**config.mk**
```make
export PLATFORM = sky130hd
export DESIGN_NAME = arashi_thread_fifo
export DESIGN_NICKNAME = d
export VERILOG_FILES = /design/src/rtl/arashi_thread_fifo.sv
export SDC_FILE = /design/constraint.sdc
export NUM_CORES = 1
export LEC_CHECK = 0
export CORE_UTILIZATION = 45
export DETAILED_ROUTE_END_ITERATION = 6
export PLACE_DENSITY = 0.61
export SLEW_MARGIN = 20
export SYNTH_ARGS = -nofsm -noshare
export SYNTH_HDL_FRONTEND = slang
export SYNTH_SLANG_ARGS = --single-unit
```
**constraint.sdc**
```tcl
create_clock -name clk -period 8.6 [get_ports clk]
set_input_delay 1.72 -clock clk [delete_from_list [all_inputs] [get_ports clk]]
set_output_delay 1.72 -clock clk [all_outputs]
set_load 0.01 [all_outputs]
```
**src/rtl/arashi_thread_fifo.sv**
```systemverilog
// arashi_thread_fifo: synchronous single-clock FIFO with registered read data.
// DEPTH entries, all usable; pointers carry one extra wrap bit so that full and
// empty are distinguished without a separate counter register.
// Optional error flags (ovf_err/udf_err) are compiled only when the macro
// ARASHI_THREAD_FIFO_ERR_EN is defined; otherwise those ports and their logic
// are absent and every other behaviour is unchanged.
module arashi_thread_fifo #(
  parameter int unsigned DATA_WIDTH = 32,
  parameter int unsigned DEPTH      = 8,
  parameter int unsigned AFULL_LVL  = DEPTH - 2
) (
  input  logic                    clk,
  input  logic                    rstn,
  input  logic                    w_ena,
  input  logic [DATA_WIDTH-1:0]   data_in,
  input  logic                    r_ena,
  output logic [DATA_WIDTH-1:0]   data_out,
  output logic                    out_vld,
  output logic                    avail,
  output logic                    full,
  output logic                    afull,
`ifdef ARASHI_THREAD_FIFO_ERR_EN
  output logic                    ovf_err,
  output logic                    udf_err,
`endif
  output logic [$clog2(DEPTH):0]  count
);

  localparam int unsigned AW = $clog2(DEPTH);
  localparam int unsigned PW = AW + 1;

  logic [DATA_WIDTH-1:0] mem [DEPTH];
  logic [PW-1:0]         w_ptr;
  logic [PW-1:0]         r_ptr;
  logic [PW-1:0]         occ;
  logic                  rd_acc;
  logic                  wr_acc;
  logic                  wr_drop;
  logic                  rd_drop;

  // Occupancy flags and accept/drop decisions, derived from registered pointers only
  always_comb begin
    occ     = w_ptr - r_ptr;
    avail   = 1'b0;
    full    = 1'b0;
    afull   = 1'b0;
    rd_acc  = 1'b0;
    wr_acc  = 1'b0;
    wr_drop = 1'b0;
    rd_drop = 1'b0;
    avail   = (occ != PW'(0));
    full    = (occ == PW'(DEPTH));
    afull   = (occ >= PW'(AFULL_LVL));
    // A read only issues from a non-empty FIFO, so an empty FIFO never falls through.
    rd_acc  = r_ena && avail;
    // A read in the same cycle frees a slot, so a full FIFO still accepts the write.
    wr_acc  = w_ena && (!full || rd_acc);
    wr_drop = w_ena && !wr_acc;
    rd_drop = r_ena && !avail;
  end

  assign count = occ;

  // Pointer update; the wrap bit rolls naturally modulo 2*DEPTH
  always_ff @(posedge clk) begin
    if (!rstn) begin
      w_ptr <= '0;
      r_ptr <= '0;
    end else begin
      if (wr_acc) w_ptr <= w_ptr + PW'(1);
      if (rd_acc) r_ptr <= r_ptr + PW'(1);
    end
  end

  // Storage array; cleared on reset so stale entries can never resurface
  always_ff @(posedge clk) begin
    if (!rstn) begin
      for (int unsigned i = 0; i < DEPTH; i++) mem[i] <= '0;
    end else if (wr_acc) begin
      mem[w_ptr[AW-1:0]] <= data_in;
    end
  end

  // Registered read port; data_out holds its value when no read is accepted
  always_ff @(posedge clk) begin
    if (!rstn) begin
      data_out <= '0;
      out_vld  <= 1'b0;
    end else begin
      out_vld <= rd_acc;
      if (rd_acc) data_out <= mem[r_ptr[AW-1:0]];
    end
  end

`ifdef ARASHI_THREAD_FIFO_ERR_EN
  // Sticky overflow/underflow flags, cleared only by reset
  always_ff @(posedge clk) begin
    if (!rstn) begin
      ovf_err <= 1'b0;
      udf_err <= 1'b0;
    end else begin
      if (wr_drop) ovf_err <= 1'b1;
      if (rd_drop) udf_err <= 1'b1;
    end
  end
`else
  // Drop indications only feed the optional error flags
  logic unused_drop;
  assign unused_drop = wr_drop ^ rd_drop;
`endif

endmodule

```
[Yosys cells after proc, flatten, opt, wreduce, memory -nomap -nowiden]
Memory sizes are Yosys's and may differ from the RTL's. A register that Yosys moved wholly into a read port is not among the register bits.
Index checks and enable logic that the tools add are counted.
Cells by class
  add/subtract/negate cells: 3
  order comparisons: 1
  eq/ne operators: 1
  multiplexer cells: 7
  reduce and logical (&&, ||, !) cells: 7
Operators with widths (number)
  32-bit 2-to-1 mux: 1
  32-bit OR reduction: 1
  4-bit by 1-bit adder with 4-bit output, second input constant: 2
  1-bit 2-to-1 mux: 5
  4-bit equality test, second input constant: 1
  4-bit by 3-bit >= comparator with 1-bit output, second input constant: 1
  4-bit nonzero test: 1
  4-bit subtractor: 1
  3-bit 2-to-1 mux: 1
  1-bit logical AND: 2
  1-bit zero test: 2
  1-bit logical OR: 1
Word-level totals
  register bits after elaboration: 9
  bits in writable memories: 256
  output and inout port bits: 40
  logic and storage cells: 23
  memories kept: 1
Memories
  mem: depth 8, width 32, rd ports 1, clocked after Yosys merged registers in 1, write ports 8, RTL line 32  | logic [DATA_WIDTH-1:0] mem [DEPTH];

[Depth between registers and ports, before layout]
Gate-level depths: netlist of the first run.
  depth in word-level cells: 10
  gate-level depth with buffers: 11
  depth with buffers taken out: 9

[Worst setup path after synthesis of the first run]
Ideal clock, no wire load.
  path type: reg2out
  start: register r_ptr[1]
  end: output full
  arrival: 2.114 ns
  data required time: 6.880 ns
  slack: 4.766 ns
  stages on the path, launching flop included: 8
  cell sequence: dfxtp_1 -> clkbuf_1 -> clkinv_1 -> clkbuf_1 -> fa_1 -> xor2_1 -> or3_1 -> nor2_1
On the way
  longest elaborated chain between the ends: 2
Ends and longest elaborated chain
  start: declaration: RTL line 34  | logic [PW-1:0] r_ptr;
  start signal: assignment: RTL line 71  | if (rd_acc) r_ptr <= r_ptr + PW'(1);
  4-bit subtractor: RTL line 43  | occ = w_ptr - r_ptr;
  named net count[2]: RTL line 26  | output logic [$clog2(DEPTH):0] count
  4-bit equality test: RTL line 52  | full = (occ == PW'(DEPTH));
  end: declaration: RTL line 20  | output logic full,
The timed path passes the listed nets, and every way through them passes these cells.

[Worst setup path in the final report of the first run]
  start: register r_ptr[0]
  end: output full
On the way
  longest elaborated chain between the ends: 2
Ends and longest elaborated chain (RTL line)
  4-bit subtractor: 43
  4-bit equality test: 52
No other way between the ends.

==> flow_summary.rst, run 1 <==
.. list-table::
   :header-rows: 1

   * - Metric
     - Value
   * - Async set-or-reset flop fraction in the synthesized netlist
     - 0%
   * - First-pass GRT wire length
     - around 47000 microns
   * - Count of pins on the block boundary
     - 76
   * - HPWL after detailed placement
     - 16900 microns
   * - Most frequent standard cell in the layout excluding fill and tap cells
     - sky130_fd_sc_hd__edfxtp_1
   * - Antenna violations before repair
     - 0
   * - Avg WL per Cell
     - approximately 22 microns
   * - Cell area after placement
     - about 14000 sq um
   * - Leakage
     - between 0.005 and 0.006 uW
   * - Portion of total power attributed to combinational logic
     - between 20% and 30%
   * - Count of port buffers added during placement
     - 75
   * - Number of failing hold endpoints at the final stage
     - 0
   * - Buffers inserted during post-CTS setup optimization
     - 0
   * - Switching Share
     - roughly 28%
   * - Yosys Warn Count
     - 0
   * - Vertical extent of the die
     - roughly 170 microns
   * - Number of buffers inserted during clock tree synthesis
     - 31
   * - Category of the critical setup timing path
     - register to output port
   * - Setup TNS
     - 0 ns
   * - Detail-routed via count per cell
     - roughly 5.5
   * - Commonest cells after routing, fill and taps aside
     - sky130_fd_sc_hd__edfxtp_1, sky130_fd_sc_hd__nor2_1, sky130_fd_sc_hd__nand2_1, sky130_fd_sc_hd__clkdlybuf4s50_1, sky130_fd_sc_hd__and2_1
   * - Clock transition time at the flip-flop clock pins of the worst setup and hold paths
     - 0.06 ns
   * - Row Count
     - between 60 and 70
   * - Vias after detailed routing
     - about 7600
   * - Final critical-path required period
     - between 5 and 6 ns
   * - H-tree level count
     - 1
   * - Arrival time worst endpoint
     - 3.33 ns
   * - TritonCTS Sinks
     - 297
   * - Nature of the critical path endpoint
     - output port
   * - Detailed route wirelength on metal3
     - approximately 1400 microns
   * - First drt pass iteration count
     - 5
   * - Worst Path Max Fanout
     - 36
   * - Cts-stage hold buffer count
     - 0
   * - Core Box Area
     - roughly 28000 sq um
   * - Setup WS post-layout
     - between 3 and 4 ns
   * - Die Area
     - between 20000 and 30000 sq um
   * - Vias in the first global route
     - between 7000 and 8000
   * - DRC viols
     - 0
   * - Fraction of the yosys area taken by sequential cells
     - around 66%
   * - Count of nets left with antenna violations after detail routing
     - 0
   * - Setup slack at placement
     - 3.98 ns
   * - Clock tree skew after final layout
     - 0.0141 ns
   * - Area growth from synthesis to layout
     - 15.5%
   * - DRC marker count from the first detailed-route iteration
     - 731
   * - Max-cap check violation count
     - 0
   * - Pin count of the biggest net entering global routing
     - 67
   * - Headroom to the max-slew limit
     - between 20 and 30%
   * - Amount of wire on met2 after detailed routing
     - 15300 microns
   * - Initial Util
     - roughly 46%
   * - Die X
     - around 170 microns
   * - Top_reg_cell synth
     - sky130_fd_sc_hd__edfxtp_1
   * - Run status
     - finished, final reports clean
   * - Share of cells above drive strength 1
     - about 14%
   * - Design area
     - around 15000 sq um
   * - Net count of the mapped netlist
     - 956
   * - Number of max-slew violations in the final report
     - 0
   * - Netlist area before placement
     - about 13000 sq um
   * - Clock tree from TritonCTS
     - yes
   * - Clk Latency, worst-skew pair
     - about 0.55 ns
   * - Number of storage elements in the synthesis netlist
     - roughly 300
   * - CTS root buffer
     - sky130_fd_sc_hd__clkbuf_16
   * - Synthesized instance count
     - 914
   * - Global placement routability congestion
     - between 0.7 and 0.8
   * - Maximum clock path buffer count
     - 3
   * - Global-route total usage across every layer
     - a little over a fifth
   * - EDFF count, synth
     - 256
   * - Internal power
     - 3090 uW
   * - Unique masters post-synth
     - 36
   * - Post-synthesis area per instance
     - 14.0 sq um
   * - Final critical-path share of the clock period
     - 58.8%
   * - Pwr Density
     - 292 nW/um^2
   * - Sw power
     - around 1200 uW
   * - Met1 wire length
     - 13100 microns
   * - Req. time, crit path
     - 6.88 ns
   * - Gr ovfl total
     - 0
   * - Number of antenna diodes
     - 0
   * - Max Used Layer
     - met4
   * - Path category of the worst min-delay check
     - register to register
   * - # nets final
     - between 1000 and 1500
   * - Final setup violation count
     - 0
   * - Part of the total power dissipated in sequential elements
     - 43.0%
   * - Category of the worst setup path launch point
     - register
   * - Total wire length
     - ~30000 microns
   * - Resize count post-CTS
     - 0
   * - IR Drop Worst-Case VDD
     - approximately 0.19 mV
   * - Setup repair after global routing missed its margin
     - false
   * - Clock power frac
     - roughly a third
   * - Peak clock frequency supported by timing
     - 198 MHz
   * - Slew at the pin closest to its max-slew limit
     - about 1.1 ns
## kinds of logic after synthesis
group           count (synthesis)  share of synthesized area, %
buf+inv                        72                          3.54
mux                            66                          11.4
compound gates                 44                          2.97
fa+ha+maj                       6                         0.644
simple gates                  424                          14.8
xor+xnor                        5                         0.341
flops                         297                          66.3
## critical path: stages (launching register included)
cell and delay [ns]:
sky130_fd_sc_hd__dfxtp_4 0.83, sky130_fd_sc_hd__ha_1 0.31, sky130_fd_sc_hd__inv_1 0.06, sky130_fd_sc_hd__fa_1 0.37, sky130_fd_sc_hd__xor2_1 0.20, sky130_fd_sc_hd__or3_1 0.36
sky130_fd_sc_hd__nor2_1 0.10, sky130_fd_sc_hd__clkdlybuf4s50_1 0.54
## layer usage
metal	track usage, %	vias to the layer above
met5	0	-
li1	-	3443
met4	4.81	0
met1	29.2	3891
met3	2.59	38
met2	38.0	207
## cell usage after synthesis, types with 2 or more instances
master                     number  area [sq um]
sky130_fd_sc_hd__edfxtp_1     256          7690
sky130_fd_sc_hd__nor2_1       228           856
sky130_fd_sc_hd__nand2_1      106           398
sky130_fd_sc_hd__and2_1        66           413
sky130_fd_sc_hd__mux4_2        64          1440
sky130_fd_sc_hd__dfxtp_1       41           821
sky130_fd_sc_hd__a311oi_1      32           280
sky130_fd_sc_hd__clkbuf_1      24          90.1
sky130_fd_sc_hd__buf_6         22           248
sky130_fd_sc_hd__buf_2         15          75.1
sky130_fd_sc_hd__inv_1          9          33.8
sky130_fd_sc_hd__ha_1           5          62.6
sky130_fd_sc_hd__nand4_4        5           106
sky130_fd_sc_hd__nand2b_1       4          25.0
sky130_fd_sc_hd__nand3_1        4          20.0
sky130_fd_sc_hd__a21oi_1        3          15.0
sky130_fd_sc_hd__nor3_1         3          15.0
sky130_fd_sc_hd__xnor2_1        3          26.3
sky130_fd_sc_hd__a21o_1         2          15.0
sky130_fd_sc_hd__and3_4         2          22.5
sky130_fd_sc_hd__mux2i_1        2          20.0
sky130_fd_sc_hd__nand4_1        2          12.5
sky130_fd_sc_hd__o31ai_1        2          15.0
sky130_fd_sc_hd__xor2_1         2          17.5
## flip-flops by register name (all words and copies together) (netlist names)
signal,flops
out_vld,1
r_ptr,4
w_ptr,4
data_out,32
mem,256
## path summary, 6_finish.rpt
kind	start	end	slack, ns	cells past startpoint
max	r_ptr[0]	full	3.55	7
min	data_out[1]	data_out[1]	0.49	2
max reg2reg	r_ptr[0]	mem[7][15]	4.22	8
min reg2reg	data_out[1]	data_out[1]	0.49	2
## layout make-up
type | count | area (sq um)
well taps | 378 | 473
repair buffers | 90 | 858
multi-input cells | 545 | 3880
clock buffers | 46 | 912
inverters | 10 | 37.5
flip-flops and latches | 297 | 8510
clock inverters | 11 | 144
fillers | 2438 | 13100
## power groups by stage
stage / Clock, uW / Sequential, uW / Combinational, uW
2_1_floorplan: 0 / 1860 / 706
3_3_place_gp: 0 / 1890 / 1090
3_5_place_dp: 0 / 1900 / 1100
4_1_cts: 1390 / 1870 / 1110
5_1_grt: 1450 / 1890 / 1190
6_report: 1370 / 1860 / 1090
## metrics by stage
| step | power, uW | std cells | utilization [%] | hold slack (ns) |
|---|---|---|---|---|
| after floorplan | 2570 | 914 | - | 0.482 |
| after global placement | 2990 | 1320 | 49.3 | 0.487 |
| after detailed placement | 3000 | 1320 | 49.3 | 0.490 |
| after CTS | 4360 | 1377 | 53.0 | 0.498 |
| after global routing | 4520 | 1377 | 53.0 | 0.514 |
| final | 4320 | 1377 | 53.0 | 0.493 |
(Power assumes the default switching activity.)
==> inputs of run 2 (changes only) <==
Clock period 8.6 ns to 4.79 ns, I/O delays scaled along.
==> flow_summary.rst, run 2 (synthesis results as in run 1) <==
.. list-table::
   :header-rows: 1

   * - Metric
     - Value
   * - Run status
     - finished, final reports clean (unchanged)
   * - Initial Util
     - 45.9% (unchanged)
   * - Final setup violation count
     - 0 (unchanged)
   * - Headroom to the max-slew limit
     - 31.6% (was 29.5%)
   * - Count of nets left with antenna violations after detail routing
     - 0 (unchanged)
   * - HPWL after detailed placement
     - 17100 microns (was 16900 microns)
   * - Resize count post-CTS
     - 0 (unchanged)
   * - Arrival time worst endpoint
     - 3.22 ns (was 3.33 ns)
   * - DRC viols
     - 0 (unchanged)
   * - Category of the worst setup path launch point
     - register (unchanged)
   * - Vias after detailed routing
     - 7580 (was 7579)
   * - Final critical-path share of the clock period
     - between 80% and 90%
   * - Buffers inserted during post-CTS setup optimization
     - 0 (unchanged)
   * - Most frequent standard cell in the layout excluding fill and tap cells
     - sky130_fd_sc_hd__edfxtp_1 (unchanged)
   * - Count of pins on the block boundary
     - 76 (unchanged)
   * - Setup WS post-layout
     - 0.607 ns (was 3.55 ns)
   * - H-tree level count
     - 1 (unchanged)
   * - Register with the most flip-flops
     - mem (unchanged)
   * - Peak clock frequency supported by timing
     - roughly 240 MHz
   * - Die Area
     - 29200 sq um (unchanged)
   * - Vias in the first global route
     - 7857 (was 7885)
   * - Setup TNS
     - 0 ns (unchanged)
   * - Max-cap check violation count
     - 0 (unchanged)
   * - Critical-path top delay cell
     - sky130_fd_sc_hd__dfxtp_1 (was sky130_fd_sc_hd__dfxtp_4)
   * - Share of cells above drive strength 1
     - 14.7% (was 14.4%)
   * - Count of port buffers added during placement
     - 75 (unchanged)
   * - Commonest cells after routing, fill and taps aside
     - sky130_fd_sc_hd__edfxtp_1, sky130_fd_sc_hd__nor2_1, sky130_fd_sc_hd__nand2_1, sky130_fd_sc_hd__clkdlybuf4s50_1, sky130_fd_sc_hd__and2_1 (unchanged)
   * - Vertical extent of the die
     - 171 microns (unchanged)
   * - Global-route total usage across every layer
     - 21.4% (was 21.8%)
   * - Maximum clock path buffer count
     - 3 (unchanged)
   * - First-pass GRT wire length
     - 46100 microns (was 46700 microns)
   * - Area growth from synthesis to layout
     - 15.8% (was 15.5%)
   * - Placed insts
     - 1329 (was 1320)
   * - Clock tree skew after final layout
     - 0.00737 ns (was 0.0141 ns)
   * - Final critical-path required period
     - ~4.2 ns
   * - Pwr Density
     - 520 nW/um^2 (was 292 nW/um^2)
   * - Filler cell count
     - 2365 (was 2438)
   * - Critical-path cell list
     - inv_1 -> ha_1 -> inv_1 -> fa_1 -> or3_1 -> nor2_1 -> clkdlybuf4s50_1 (was ha_1 -> inv_1 -> fa_1 -> xor2_1 -> or3_1 -> nor2_1 -> clkdlybuf4s50_1)
   * - Pin count of the biggest net entering global routing
     - 67 (unchanged)
   * - Req. time, crit path
     - 3.83 ns (was 6.88 ns)
   * - DRC marker count from the first detailed-route iteration
     - 517 (was 731)
   * - Number of antenna diodes
     - 0 (unchanged)
   * - IR Drop Worst-Case VDD
     - 0.375 mV (was 0.193 mV)
   * - Cts-stage hold buffer count
     - 0 (unchanged)
   * - Setup repair after global routing missed its margin
     - false (unchanged)
   * - Number of buffers inserted during clock tree synthesis
     - 31 (unchanged)
   * - Leakage
     - 0.00512 uW (was 0.00510 uW)
   * - Die X
     - 171 microns (unchanged)
   * - Non-filler instance count after layout
     - 1386 (was 1377)
   * - Nature of the critical path endpoint
     - output port (unchanged)
   * - First drt pass iteration count
     - 5 (unchanged)
   * - Total wire length
     - 30100 microns (was 30300 microns)
   * - Setup slack at placement
     - 0.772 ns (was 3.98 ns)
   * - Slew at the pin closest to its max-slew limit
     - 1.03 ns (was 1.06 ns)
   * - Largest register FFs
     - 256 (unchanged)
   * - Global placement routability congestion
     - 0.734 (was 0.727)
   * - Worst Path Max Fanout
     - 7 (was 36)
   * - CTS root buffer
     - sky130_fd_sc_hd__clkbuf_16 (unchanged)
   * - Critical path buffer and inverter count
     - 3 (was 2)
   * - Core Box Area
     - 27900 sq um (unchanged)
   * - Row Count
     - 61 (unchanged)
   * - Number of failing hold endpoints at the final stage
     - 0 (unchanged)
   * - Registers with the most flip-flops
     - mem (256), data_out (32) (unchanged)
   * - Antenna violations before repair
     - 0 (unchanged)
   * - Gr ovfl total
     - 0 (unchanged)
   * - Clk Latency, worst-skew pair
     - 0.55 ns (about the same)
   * - Clock transition time at the flip-flop clock pins of the worst setup and hold paths
     - 0.06 ns (about the same)
   * - # nets final
     - 1026 (was 1017)
   * - Dominant cell type by count on the critical path
     - sky130_fd_sc_hd__inv_1
   * - Category of the critical setup timing path
     - register to output port (unchanged)
   * - Path category of the worst min-delay check
     - register to register (unchanged)
   * - Number of max-slew violations in the final report
     - 0 (unchanged)
   * - TritonCTS Sinks
     - 297 (unchanged)
   * - Detail-routed via count per cell
     - 5.47 (was 5.50)
   * - Kind of cell adding the most delay to the critical path
     - buffers and inverters (was flip-flops)
   * - Avg WL per Cell
     - 21.7 microns (was 22.0 microns)
   * - Clock tree from TritonCTS
     - yes (unchanged)
   * - Slowest cell delay on critical path
     - 0.56 ns (was 0.83 ns)
==> run 2: cell count changes in the layout (fill, tap and decap cells not counted) <==
cell                         delta
sky130_fd_sc_hd__clkinv_1       +7
sky130_fd_sc_hd__clkinv_4       -1
sky130_fd_sc_hd__buf_4          +8
sky130_fd_sc_hd__bufinv_16      +2
sky130_fd_sc_hd__buf_12         +1
sky130_fd_sc_hd__clkbuf_1       -2
sky130_fd_sc_hd__clkinv_2       +2
sky130_fd_sc_hd__clkinvlp_4     +1
sky130_fd_sc_hd__clkbuf_8       -8
sky130_fd_sc_hd__clkinv_8       -1
==> run 2: worst paths after layout <==
kind,depth (start not counted),slack (ns),endpoint,startpoint
worst max-delay path,7,0.61,full,w_ptr[0]
worst min-delay path,2,0.49,data_out[28],data_out[28]
worst max register to register,9,0.73,mem[0][0],w_ptr[0]
worst min register to register,2,0.49,data_out[28],data_out[28]
==> run 2: worst min-delay path: cells and delay by family, from the launching register on <==
| family | cells | cell delay (ns) |
|---|---|---|
| AOI/OAI and AO/OA | 1 | 0.05 |
| DFF | 1 | 0.30 |
| and+or+nand+nor | 1 | 0.09 |
==> run 2: cell type report <==
type | instances | area [sq um] | area share [%]
Clock buffer | 36 | 795 | 5.35
Clock inverter | 21 | 223 | 1.50
Inverter | 10 | 37.5 | 0.253
Multi-Input combinational cell | 545 | 3880 | 26.1
Sequential cell | 297 | 8510 | 57.3
Tap cell | 378 | 473 | 3.18
Timing Repair Buffer | 99 | 938 | 6.32
==> run 2: power by group <==
group / switching, uW / internal [uW] / total, uW
clock: 971 / 1450 / 2420
sequential: 130 / 3130 / 3260
combinational: 1080 / 977 / 2060
total: 2180 / 5550 / 7730
==> run 2: layer usage <==
metal  global-route usage (%)  vias to the layer above  share of wire (%)
li1                         -                     3455                  -
met1                     27.7                     3894                 42
met2                     38.3                      189                 52
met3                     2.64                       42                4.3
met4                     5.28                        0                2.0
met5                        0                        -                  0
==> run 2: stage by stage <==
stage / cell area, sq um / hold WS, ns / total power, uW / util, %
6_report: 14900 / 0.493 / 7730 / 53.2
5_1_grt: 14900 / 0.515 / 8090 / 53.2
4_1_cts: 14900 / 0.497 / 7820 / 53.2
3_5_place_dp: 13800 / 0.490 / 5410 / 49.5
3_3_place_gp: 13800 / 0.485 / 5380 / 49.5
2_1_floorplan: 12800 / 0.482 / 4610 / -
==> inputs of run 3 (changes only) <==
Settings changed: ABC_CLOCK_PERIOD_IN_PS from default to 4790, CORE_ASPECT_RATIO from default to 0.8.
==> flow_summary.rst, run 3 (synthesis results as in run 1) <==
.. list-table::
   :header-rows: 1

   * - Metric
     - Value
   * - Arrival time worst endpoint
     - 3.18 ns (was 3.22 ns)
   * - Startpoint of the lowest-slack hold path
     - data_out[2] (was data_out[28])
   * - Dominant cell type by count on the critical path
     - sky130_fd_sc_hd__inv_1 (unchanged)
   * - Clock transition time at the flip-flop clock pins of the worst setup and hold paths
     - 0.06 ns (about the same)
   * - Slowest cell delay on critical path
     - 0.54 ns (was 0.56 ns)
   * - Leakage
     - 0.00510 uW (was 0.00512 uW)
   * - Critical path buffer and inverter count
     - 3 (unchanged)
   * - Count of nets left with antenna violations after detail routing
     - 0 (unchanged)
   * - Total wire length
     - 29300 microns (was 30100 microns)
   * - Registers with the most flip-flops
     - mem (256), data_out (32) (unchanged)
   * - Vias after detailed routing
     - 7537 (was 7580)
   * - Antenna violations before repair
     - 0 (unchanged)
   * - H-tree level count
     - 1 (unchanged)
   * - Req. time, crit path
     - 3.83 ns (about the same)
   * - Worst Path Max Fanout
     - 7 (unchanged)
   * - Largest register FFs
     - 256 (unchanged)
   * - Nature of the critical path endpoint
     - output port (unchanged)
   * - Critical-path top delay cell
     - sky130_fd_sc_hd__clkdlybuf4s50_1 (was sky130_fd_sc_hd__dfxtp_1)
   * - Slew at the pin closest to its max-slew limit
     - 1.00 ns (was 1.03 ns)
   * - Final critical-path share of the clock period
     - 86.4% (was 87.3%)
   * - Gr ovfl total
     - 0 (unchanged)
   * - Count of pins on the block boundary
     - 76 (unchanged)
   * - Number of failing hold endpoints at the final stage
     - 0 (unchanged)
   * - First-pass GRT wire length
     - 45800 microns (was 46100 microns)
   * - Path category of the worst min-delay check
     - register to register (unchanged)
   * - Clk Latency, worst-skew pair
     - 0.54 ns (was 0.55 ns)
   * - Die X
     - 191 microns (was 171 microns)
   * - Crit path launch
     - w_ptr[0] (unchanged)
   * - Filler cell count
     - 2297 (was 2365)
   * - Setup WS post-layout
     - 0.652 ns (was 0.607 ns)
   * - Register with the most flip-flops
     - mem (unchanged)
   * - Seq. cell area
     - 8510 sq um (unchanged)
   * - Row Count
     - 54 (was 61)
   * - Run status
     - finished, final reports clean (unchanged)
   * - Setup repair after global routing missed its margin
     - false (unchanged)
   * - Kind of cell adding the most delay to the critical path
     - buffers and inverters (unchanged)
   * - Share of cells above drive strength 1
     - 14.8% (was 14.7%)
   * - Pwr Density
     - 511 nW/um^2 (was 520 nW/um^2)
   * - Max-cap check violation count
     - 0 (unchanged)
   * - DRC marker count from the first detailed-route iteration
     - 559 (was 517)
   * - Resize count post-CTS
     - 0 (unchanged)
   * - # nets final
     - 1028 (was 1026)
   * - Most frequent standard cell in the layout excluding fill and tap cells
     - sky130_fd_sc_hd__edfxtp_1 (unchanged)
   * - Setup slack at placement
     - 0.780 ns (was 0.772 ns)
   * - CTS root buffer
     - sky130_fd_sc_hd__clkbuf_16 (unchanged)
   * - Vias in the first global route
     - 7494 (was 7857)
   * - Detail-routed via count per cell
     - 5.49 (was 5.47)
   * - IR Drop Worst-Case VDD
     - 0.347 mV (was 0.375 mV)
   * - Clock tree from TritonCTS
     - yes (unchanged)
   * - Buffers inserted during post-CTS setup optimization
     - 0 (unchanged)
   * - Global placement routability congestion
     - 0.773 (was 0.734)
   * - Die Area
     - 29200 sq um (about the same)
   * - Setup TNS
     - 0 ns (unchanged)
   * - Final critical-path required period
     - 4.14 ns (was 4.18 ns)
   * - TritonCTS Sinks
     - 297 (unchanged)
   * - Maximum clock path buffer count
     - 3 (unchanged)
   * - Count of port buffers added during placement
     - 75 (unchanged)
   * - Number of antenna diodes
     - 0 (unchanged)
   * - Initial Util
     - 46.4% (was 45.9%)
   * - Vertical extent of the die
     - 153 microns (was 171 microns)
   * - Critical-path cell list
     - inv_1 -> ha_1 -> inv_1 -> fa_1 -> or3_1 -> nor2_1 -> clkdlybuf4s50_1 (unchanged)
   * - Peak clock frequency supported by timing
     - 242 MHz (was 239 MHz)
   * - First drt pass iteration count
     - 5 (unchanged)
   * - Category of the critical setup timing path
     - register to output port (unchanged)
   * - Area used by multi-input combinational logic
     - 3880 sq um (unchanged)
   * - Final setup violation count
     - 0 (unchanged)
   * - DRC viols
     - 0 (unchanged)
   * - Commonest cells after routing, fill and taps aside
     - sky130_fd_sc_hd__edfxtp_1, sky130_fd_sc_hd__nor2_1, sky130_fd_sc_hd__nand2_1, sky130_fd_sc_hd__clkdlybuf4s50_1, sky130_fd_sc_hd__and2_1 (unchanged)
   * - Cts-stage hold buffer count
     - 0 (unchanged)
   * - Number of buffers inserted during clock tree synthesis
     - 29 (was 31)
   * - Avg WL per Cell
     - 21.4 microns (was 21.7 microns)
   * - Core Box Area
     - 27600 sq um (was 27900 sq um)
   * - Number of max-slew violations in the final report
     - 0 (unchanged)
   * - Area growth from synthesis to layout
     - 15.2% (was 15.8%)
   * - Headroom to the max-slew limit
     - 33.0% (was 31.6%)
   * - Launch instance of the worst register-to-register path
     - w_ptr[0] (unchanged)
   * - Global-route total usage across every layer
     - 20.8% (was 21.4%)
   * - Category of the worst setup path launch point
     - register (unchanged)
   * - Pin count of the biggest net entering global routing
     - 67 (unchanged)
   * - Clock tree skew after final layout
     - 0.0110 ns (was 0.00737 ns)
   * - HPWL after detailed placement
     - 17300 microns (was 17100 microns)
==> run 3: per-stage QoR <==
stage / power [uW] / cells / hold slack, ns / utilization, % / instance area [sq um]
global route: 7890 / 1372 / 0.518 / 53.5 / 14800
floorplan: 4610 / 914 / 0.482 / - / 12800
CTS: 7620 / 1372 / 0.502 / 53.5 / 14800
detailed placement: 5390 / 1319 / 0.493 / 50.1 / 13900
finish: 7540 / 1372 / 0.496 / 53.5 / 14800
global placement: 5380 / 1319 / 0.486 / 50.1 / 13900
==> run 3: path summary, 6_finish.rpt <==
path | endpoint | slack [ns] | cells past startpoint
setup reg to reg | mem[0][27] | 0.76 | 9
hold reg to reg | data_out[2] | 0.50 | 2
hold / removal | data_out[2] | 0.50 | 2
setup / recovery | full | 0.65 | 7
==> run 3: worst reg2reg max path: cells and delay by family (launching register included) <==
kind,cells,cell delay [ns]
AO/OA/AOI/OAI,1,0.49
flip-flops,1,0.53
AND/OR/NAND/NOR,3,1.24
buffers and inverters,3,0.72
adder cells (fa/ha/maj),2,0.73
==> run 3: area by class of cell <==
cell class,instances,share of cell area [%]
clock buffer,38,5.41
clock inverter,15,0.813
inverter,10,0.254
multi-input combinational,545,26.3
sequential,297,57.6
tap,364,3.08
timing repair buffer,103,6.56
==> run 3: per-layer routing <==
metal / vias to the layer above / share of wire (%) / GRT usage (%) / wire length, microns
li1: 3458 / - / - / -
met1: 3835 / 47 / 31.7 / 13700
met2: 213 / 46 / 32.3 / 13500
met3: 31 / 5.8 / 2.59 / 1710
met4: 0 / 1.4 / 3.96 / 412
met5: - / 0 / 0 / 0
==> run 3: where the power goes <==
| part | leakage [uW] | total, uW | switching [uW] | internal, uW |
|---|---|---|---|---|
| Clock | 0.000455 | 2230 | 958 | 1280 |
| Combinational | 0.00165 | 2050 | 1070 | 984 |
| Sequential | 0.00299 | 3250 | 129 | 3120 |
| Total | 0.00510 | 7540 | 2160 | 5380 |
